[config.mk]
export PLATFORM = sky130hd
export DESIGN_NAME = keypad_scanner
export DESIGN_NICKNAME = d
export VERILOG_FILES = /design/src/rtl/keypad_pkg.sv /design/src/rtl/keypad_scanner_tick.sv /design/src/rtl/keypad_scanner.sv
export SDC_FILE = /design/constraint.sdc
export NUM_CORES = 1
export LEC_CHECK = 0
export CAP_MARGIN = 20
export CORE_ASPECT_RATIO = 1.2
export CORE_UTILIZATION = 54
export DETAILED_ROUTE_END_ITERATION = 16
export DONT_BUFFER_PORTS = 1
export PLACE_DENSITY = 0.82
export RECOVER_POWER = 50
export SYNTH_ARGS = -nofsm -noshare
export SYNTH_HDL_FRONTEND = slang
export SYNTH_SLANG_ARGS = --single-unit
[constraint.sdc]
create_clock -name clk -period 2.2 [get_ports clk]
set_input_delay 0.11 -clock clk [delete_from_list [all_inputs] [get_ports clk]]
set_output_delay 0.11 -clock clk [all_outputs]
set_load 0.005 [all_outputs]
[src/rtl/keypad_pkg.sv]
// keypad_pkg: shared definitions for the 4x4 matrix keypad scanner.
//   state_t   - scanner FSM state encoding
//   KEY_STAR  - code emitted for the '*' key
//   KEY_HASH  - code emitted for the '#' key
//   low_row() - index of the lowest-numbered active (low) row in a row pattern
//   key_map() - row/column position to 4-bit key code
package keypad_pkg;

    typedef enum logic [1:0] {
        SCAN     = 2'd0,
        DEBOUNCE = 2'd1,
        PRESSED  = 2'd2,
        RELEASE  = 2'd3
    } state_t;

    localparam logic [3:0] KEY_STAR = 4'hE;
    localparam logic [3:0] KEY_HASH = 4'hF;

    // Lowest row index wins when several rows are pulled low in one column.
    function automatic logic [1:0] low_row(input logic [3:0] rows);
        logic [1:0] idx;
        if (!rows[0])      idx = 2'd0;
        else if (!rows[1]) idx = 2'd1;
        else if (!rows[2]) idx = 2'd2;
        else               idx = 2'd3;
        return idx;
    endfunction

    // Keypad layout:  r0: 1 2 3 A   r1: 4 5 6 B   r2: 7 8 9 C   r3: * 0 # D
    function automatic logic [3:0] key_map(input logic [1:0] row, input logic [1:0] col);
        logic [3:0] code;
        case ({row, col})
            4'h0:    code = 4'h1;
            4'h1:    code = 4'h2;
            4'h2:    code = 4'h3;
            4'h3:    code = 4'hA;
            4'h4:    code = 4'h4;
            4'h5:    code = 4'h5;
            4'h6:    code = 4'h6;
            4'h7:    code = 4'hB;
            4'h8:    code = 4'h7;
            4'h9:    code = 4'h8;
            4'hA:    code = 4'h9;
            4'hB:    code = 4'hC;
            4'hC:    code = KEY_STAR;
            4'hD:    code = 4'h0;
            4'hE:    code = KEY_HASH;
            4'hF:    code = 4'hD;
            // NOTE: a default on every case keeps combinational logic fully
            // specified; a missing branch in always_comb would infer a latch.
            default: code = 4'h0;
        endcase
        return code;
    endfunction

endpackage

[src/rtl/keypad_scanner_tick.sv]
// scan_tick: free-running divider producing the keypad scan tick.
//   clk   - system clock
//   reset - synchronous, active-high reset (counter returns to 0)
//   tick  - high for one clk cycle when the counter is at CLK_DIV-1
module scan_tick #(
    parameter int CLK_DIV = 50000
) (
    input  logic clk,
    input  logic reset,
    output logic tick
);

    localparam int               CNT_W = (CLK_DIV > 1) ? $clog2(CLK_DIV) : 1;
    localparam logic [CNT_W-1:0] LAST  = CNT_W'(CLK_DIV - 1);

    logic [CNT_W-1:0] cnt;

    // NOTE: sequential state is always assigned with <= so every flop samples
    // the pre-edge value of its inputs regardless of statement order.
    always_ff @(posedge clk) begin
        if (reset)            cnt <= '0;
        else if (cnt == LAST) cnt <= '0;
        else                  cnt <= cnt + CNT_W'(1);
    end

    assign tick = (cnt == LAST);

endmodule

[src/rtl/keypad_scanner.sv]
// keypad_scanner: scans a 4x4 active-low matrix keypad one column at a time,
// debounces press and release, and reports the accepted key.
//   clk       - system clock
//   reset     - synchronous, active-high reset
//   row_in    - keypad rows, active-low, asynchronous to clk
//   col_out   - column drive, exactly one bit low
//   key_code  - code of the last accepted key, held until the next accept
//   key_valid - one-cycle strobe when a new key is accepted
//   key_held  - high from accept until the release has been debounced
module keypad_scanner
    import keypad_pkg::*;
#(
    parameter int CLK_DIV        = 50000,
    parameter int DEBOUNCE_TICKS = 10
) (
    input  logic       clk,
    input  logic       reset,
    input  logic [3:0] row_in,
    output logic [3:0] col_out,
    output logic [3:0] key_code,
    output logic       key_valid,
    output logic       key_held
);

    localparam int               DEB_W    = $clog2(DEBOUNCE_TICKS + 1);
    localparam logic [DEB_W-1:0] DEB_LAST = DEB_W'(DEBOUNCE_TICKS - 1);

    logic tick;

    scan_tick #(
        .CLK_DIV (CLK_DIV)
    ) u_scan_tick (
        .clk   (clk),
        .reset (reset),
        .tick  (tick)
    );

    // Two-flop synchronizer on the asynchronous row inputs.
    logic [3:0] rows_meta;
    logic [3:0] rows_s;

    // NOTE: the synchronizer resets to the idle (all-high) pattern so the FSM
    // never sees a phantom press in the first cycles after reset.
    always_ff @(posedge clk) begin
        if (reset) begin
            rows_meta <= 4'hF;
            rows_s    <= 4'hF;
        end else begin
            rows_meta <= row_in;
            rows_s    <= rows_meta;
        end
    end

    logic rows_idle;
    assign rows_idle = (rows_s == 4'hF);

    state_t           state;
    logic [1:0]       col_idx;
    logic [3:0]       row_lat;
    logic [DEB_W-1:0] deb_cnt;

    // Column only moves on a tick, so rows are always sampled a full tick
    // after the drive changed, which covers the keypad settle time.
    always_ff @(posedge clk) begin
        if (reset) begin
            state     <= SCAN;
            col_idx   <= 2'd0;
            col_out   <= 4'b1110;
            row_lat   <= 4'hF;
            deb_cnt   <= '0;
            key_code  <= 4'h0;
            key_valid <= 1'b0;
            key_held  <= 1'b0;
        end else begin
            key_valid <= 1'b0;
            if (tick) begin
                case (state)
                    SCAN: begin
                        if (rows_idle) begin
                            col_idx <= col_idx + 2'd1;
                            col_out <= {col_out[2:0], col_out[3]};
                        end else begin
                            row_lat <= rows_s;
                            deb_cnt <= '0;
                            state   <= DEBOUNCE;
                        end
                    end

                    DEBOUNCE: begin
                        if (rows_s != row_lat) begin
                            state <= SCAN;
                        end else begin
                            deb_cnt <= deb_cnt + DEB_W'(1);
                            // This match is the DEBOUNCE_TICKS-th in a row.
                            if (deb_cnt == DEB_LAST) begin
                                key_code  <= key_map(low_row(row_lat), col_idx);
                                key_valid <= 1'b1;
                                key_held  <= 1'b1;
                                state     <= PRESSED;
                            end
                        end
                    end

                    PRESSED: begin
                        if (rows_idle) begin
                            deb_cnt <= '0;
                            state   <= RELEASE;
                        end
                    end

                    RELEASE: begin
                        if (!rows_idle) begin
                            // Release bounce: the key is still the same press.
                            state <= PRESSED;
                        end else begin
                            deb_cnt <= deb_cnt + DEB_W'(1);
                            if (deb_cnt == DEB_LAST) begin
                                key_held <= 1'b0;
                                state    <= SCAN;
                                col_idx  <= col_idx + 2'd1;
                                col_out  <= {col_out[2:0], col_out[3]};
                            end
                        end
                    end

                    default: state <= SCAN;
                endcase
            end
        end
    end

endmodule

==> results.toml, run 1 <==
[synth]
syn_inst = 237
ys_ff_latch = 46
ys_types = 35
syn_nets = 250
postSynthAreaPerCell_um2 = 8.87
syn-cell-area_mm2 = 0.00210
yosysSeqAreaShare_pct = 43.8
yosys_warnings = 0

[min_path]
hold_class = "in2reg"

[sta]
hold_violations = 0
finalSetupTns_ns = 0
maxSlewViolCount = 0
tightestPinTransition_ns = 0.761
fin_ws_ns = 0.0856
min_period_over_period_pct = 96.1
fmax_ghz = 0.473
final.setup_skew_ns = 0.00761
setup_viol = 0
rsz0062_at_grt = "no"
fin_crit_ns = 2.11
slew_headroom_pct = 49.1
hold_ws_ns = 0.120

[clocking]
clkSinkCount = 46
cts_tree = "built"
cts_made_buffers = 5
clk_latency_ns = 0.30
cts.reportedPaths.clkPinSlew_ns = 0.09
cts-root-buf = "clkbuf_8"
htree_levels = 2
clk_path_buf_depth = 2

[placement]
port_buffers = 0
pre_cts_slack_ns = -0.0374
place_congestion = 0.825
dpl.hpwl_um = 2890

[die]
io_pins = 16
die-area_mm2 = 0.00415
die_y_um = 70.3
core_area_mm2 = 0.00366
fp.dieW_um = 59.0
placement_rows = 24
start_util_pct = 57.4

[critical_path]
start_kind = "flip-flop"
cpPeakStageDelay_ns = 0.53
crit_type = "reg2reg"
required_ns = 2.43
crit_slowest_cell = "or4_4"
endpoint_kind = "flip-flop"
crit_arrival_ns = 2.34
crit_chain = "or4_4 > or3_4 > a211o_1 > or4_1 > a21oi_1"
cp_max_fo = 3

[drt]
ant_nets = 0
dr.pass1.iters = 4
first_iter_violations = 72
routed_wl_um = 4040
via_per_inst = 5.51
wl_per_cell_um = 13.2
route.detailed.drc = 0
vias = 1693

[global_routing]
gr-total-overflow = 0
grt_pass1_vias = 1715
grt_max_degree = 23
grt_use_total_pct = 22.4
grt_pass1_wl_um = 7080
antenna_found_initial = 0

[flow_run]
cap_violations = 0

[pwr]
power.leakage_uw = 0.000963
seqPwrFrac_pct = 58.7
p_int_uw = 1130
swShare_pct = 22.5
p_comb_share_pct = 4.8
powerDensity_mw_per_mm2 = 604
p_sw_uw = 326
irDropWorstVdd_v = 0.000430
p_clk_share_pct = 36.6
p_total_uw = 1450

[layout]
area_growth_pct = 14.3
layout_common_cells = "45 x dfxtp_1, 32 x nor2_1, 20 x nand2_1"
drive_gt1_share_pct = 13.7
num_antenna_cells = 0
fin_nets = 267
layout_commonest_cell = "dfxtp_1"

[status]
status = "complete, no violations"
## sequential cells by signal (all words and copies together) (netlist names)
register,count
u_scan_tick.cnt,16
col_out,4
deb_cnt,4
key_code,4
row_lat,4
rows_meta,4
rows_s,4
col_idx,2
state,2
key_held,1
key_valid,1
## power by group through the flow
stage	clock (µW)	sequential (µW)	combinational [µW]
6_report	531	852	69.1
5_1_grt	568	854	77.3
4_1_cts	541	852	69.6
3_5_place_dp	0	872	57.0
3_3_place_gp	0	871	55.1
2_1_floorplan	0	870	44.4
## cells in the mapped netlist
cell,count,area [µm²]
dfxtp_1,46,921
nor2_1,32,120
nand2_1,20,75.1
nand3_1,14,70.1
mux2i_1,13,130
xor2_1,11,96.3
a21oi_1,9,45.0
clkbuf_1,9,33.8
xnor2_1,9,78.8
inv_1,8,30.0
or2_2,8,50.1
ha_1,7,87.6
o21ai_0,6,30.0
a211oi_1,5,37.5
nand4_1,5,31.3
and3_1,3,18.8
nor2b_1,3,18.8
nor4_1,3,18.8
o31ai_1,3,22.5
or4_1,3,22.5
a211o_1,2,17.5
nand4b_1,2,17.5
nor3_1,2,10.0
o211ai_1,2,15.0
o41ai_1,2,17.5
a221o_1,1,10.0
and2_1,1,6.26
and4_1,1,8.76
and4b_1,1,10.0
buf_2,1,5.00
nand2b_1,1,6.26
o2111ai_1,1,8.76
o311ai_0,1,8.76
or3_4,1,11.3
or4_4,1,11.3
## final timing paths
| path | from | end | slack, ns | cells past startpoint |
|---|---|---|---|---|
| max reg2reg | u_scan_tick.cnt[5] | deb_cnt[2] | 0.09 | 5 |
| min reg2reg | rows_meta[3] | rows_s[3] | 0.41 | 1 |
| max | u_scan_tick.cnt[5] | deb_cnt[2] | 0.09 | 5 |
| min | reset | col_out[2] | 0.12 | 2 |
## critical path: cells and delay by family, from the launching register on
kind,cells,cell delay [ns]
DFF,1,0.31
AOI/OAI and AO/OA,2,0.37
and+or+nand+nor,3,1.35
## cells by family after synthesis
kind of cell               after synthesis  share of synthesized area (%)
buffers and inverters                   18                           3.27
DFF                                     46                           43.8
xor gates and xnor gates                20                           8.33
AOI/OAI and AO/OA                       32                           10.1
and+or+nand+nor                        101                           24.1
adders and majority gates                7                           4.17
muxes                                   13                           6.19
## layout make-up
type | instances | area [µm²]
well taps | 52 | 65.1
inverters | 8 | 30.0
clock buffers | 6 | 82.6
repair buffers | 20 | 169
multi-input cells | 173 | 1120
clock inverters | 2 | 12.5
flip-flops and latches | 46 | 922
fillers | 309 | 1260
## timing repair
action                     4_1_cts  5_1_grt
resized for setup                3        2
hold buffers                     5        0
hold endpoints to repair        22        0
buffers inserted                 0        1
pin swaps                        1        4
gates cloned                     0        0
setup endpoints to repair        4       16
## per-layer routing
metal  share of wire (%)  up-vias  GRT usage, %
li1                    -      856             -
met1                  43      801          24.4
met2                  52       24          38.9
met3                 2.3       12          5.56
met4                 2.3        0          11.4
met5                   0        -             0
## metrics by stage
stage                     util (%)  area (µm²)  std cells
final                         65.6        2400        307
after global routing          65.6        2400        307
after CTS                     65.7        2410        307
after detailed placement      61.5        2250        294
after global placement        61.5        2250        294
after floorplan                  -        2100        237
No activity file was read; power rests on OpenSTA's default activity.
==> inputs of run 2 (changes only) <==
--- a/config.mk
+++ b/config.mk
@@ -10,7 +10,7 @@
 export CORE_UTILIZATION = 54
 export DETAILED_ROUTE_END_ITERATION = 16
 export DONT_BUFFER_PORTS = 1
-export PLACE_DENSITY = 0.82
+export PLACE_DENSITY = 0.79
 export RECOVER_POWER = 50
 export SYNTH_ARGS = -nofsm -noshare
 export SYNTH_HDL_FRONTEND = slang
==> run 2 against run 1 <==
Clock-buffer cell count is 1 lower. Largest cell class unchanged. Setup slack worse by 0.032 ns. Largest power group unchanged. Clock skew is 0.0092 ns higher. Combinational power is 2% higher. Clock power is 40% higher.
==> results.toml, run 2 (synthesis results as in run 1) <==
[status]
status = "complete, no violations"

[die]
placement_rows = 24
io_pins = 16
core_area_mm2 = 0.00366
fp.dieW_um = 59.0
start_util_pct = 57.4
die-area_mm2 = 0.00415
die_y_um = 70.3

[sta]
setup_viol = 0
hold_ws_ns = 0.111
fin_crit_ns = 2.15
rsz0062_at_grt = "no"
hold_violations = 0
tightestPinTransition_ns = 0.762
slew_headroom_pct = 49.0
fmax_ghz = 0.466
min_period_over_period_pct = 97.6
final.setup_skew_ns = 0.0168
maxSlewViolCount = 0

[clocking]
cts_tree = "built"
clk_latency_ns = 0.30
cts.reportedPaths.clkPinSlew_ns = 0.10
clkSinkCount = 46
clk_path_buf_depth = 2
cts_made_buffers = 5
cts-root-buf = "clkbuf_8"
htree_levels = 2

[critical_path]
endpoint_kind = "flip-flop"
cp_max_fo = 3
required_ns = 2.42
crit_type = "reg2reg"
crit_arrival_ns = 2.37
start_kind = "flip-flop"

[placement]
port_buffers = 0
dp_cells = 292
place_congestion = 0.883
dpl.hpwl_um = 2900

[drt]
dr.pass1.iters = 4
first_iter_violations = 60
wl_met2_um = 2180
route.detailed.drc = 0
wl_met1_um = 1760
vias = 1716
wl_per_cell_um = 13.6
via_per_inst = 5.61
ant_nets = 0
highest_layer = "met4"
wl_met3_um = 160
routed_wl_um = 4150

[pwr]
powerDensity_mw_per_mm2 = 678
irDropWorstVdd_v = 0.000449
power.leakage_uw = 0.000987

[global_routing]
grt_max_degree = 23
antenna_found_initial = 0
grt_pass1_vias = 1633
grt_use_total_pct = 21.7
gr-total-overflow = 0
grt_pass1_wl_um = 6960

[layout]
largest_register_ffs = 16
layout_common_cells = "44 x dfxtp_1, 31 x nor2_1, 20 x nand2_1"
utilization_pct = 67.1
layout_commonest_cell = "dfxtp_1"
num_antenna_cells = 0
area_growth_pct = 17.0
fillCellCount = 295
drive_gt1_share_pct = 15.7
final_cells = 306
fin_nets = 266
regMostFlops = "u_scan_tick.cnt"

[min_path]
hold_class = "in2reg"

[flow_run]
cap_violations = 0
[run 2: final cells by class]
class                   count  area, µm²  share of cell area [%]
multi-input cells         173       1140                    46.2
repair buffers             19        168                    6.82
flip-flops and latches     46        923                    37.5
clock inverters             3       68.8                    2.80
clock buffers               5       68.8                    2.80
well taps                  52       65.1                    2.64
inverters                   8       30.0                    1.22
[run 2: what timing repair did]
action,CTS,global route
endpoints found under the setup margin,3,14
setup buffers,0,2
hold buffers,5,0
resized for setup,3,7
pin swaps,4,5
endpoints found under the hold margin,22,0
[run 2: worst paths after layout]
| path | start | cells past startpoint | slack (ns) | to |
|---|---|---|---|---|
| hold / removal | reset | 2 | 0.11 | col_out[2] |
| hold reg to reg | rows_meta[2] | 1 | 0.42 | rows_s[2] |
| setup / recovery | u_scan_tick.cnt[10] | 7 | 0.05 | deb_cnt[0] |
| setup reg to reg | u_scan_tick.cnt[10] | 7 | 0.05 | deb_cnt[0] |
[run 2: stage by stage]
step                area [µm²]  total power [µW]  setup TNS, ns  setup WS, ns
floorplan                 2100               914              0        0.0279
global placement          2240               926      -0.000675     -0.000675
detailed placement        2240               929         -0.120       -0.0976
CTS                       2430              1670        -0.0130       -0.0130
global route              2460              1720              0       0.00371
finish                    2460              1670              0        0.0537
[run 2: worst max-delay path, stage by stage, from the launching register on]
cell and delay (ns):
dfxtp_2 0.33, or4_4 0.53, or3_4 0.36, buf_4 0.14, a211oi_1 0.28, buf_4 0.19
nand4b_1 0.10, a21oi_1 0.15
[run 2: power by group]
part	switching (µW)	internal (µW)	leakage (µW)
logic	40.1	30.2	0.000544
clock network	291	455	0.0000683
registers	9.15	843	0.000374
total	340	1330	0.000987
[run 2: per-layer routing]
layer | up-vias | global-route usage, %
met3 | 7 | 5.74
met2 | 41 | 38.0
met5 | - | 0
met1 | 812 | 24.7
li1 | 856 | -
met4 | 0 | 7.41
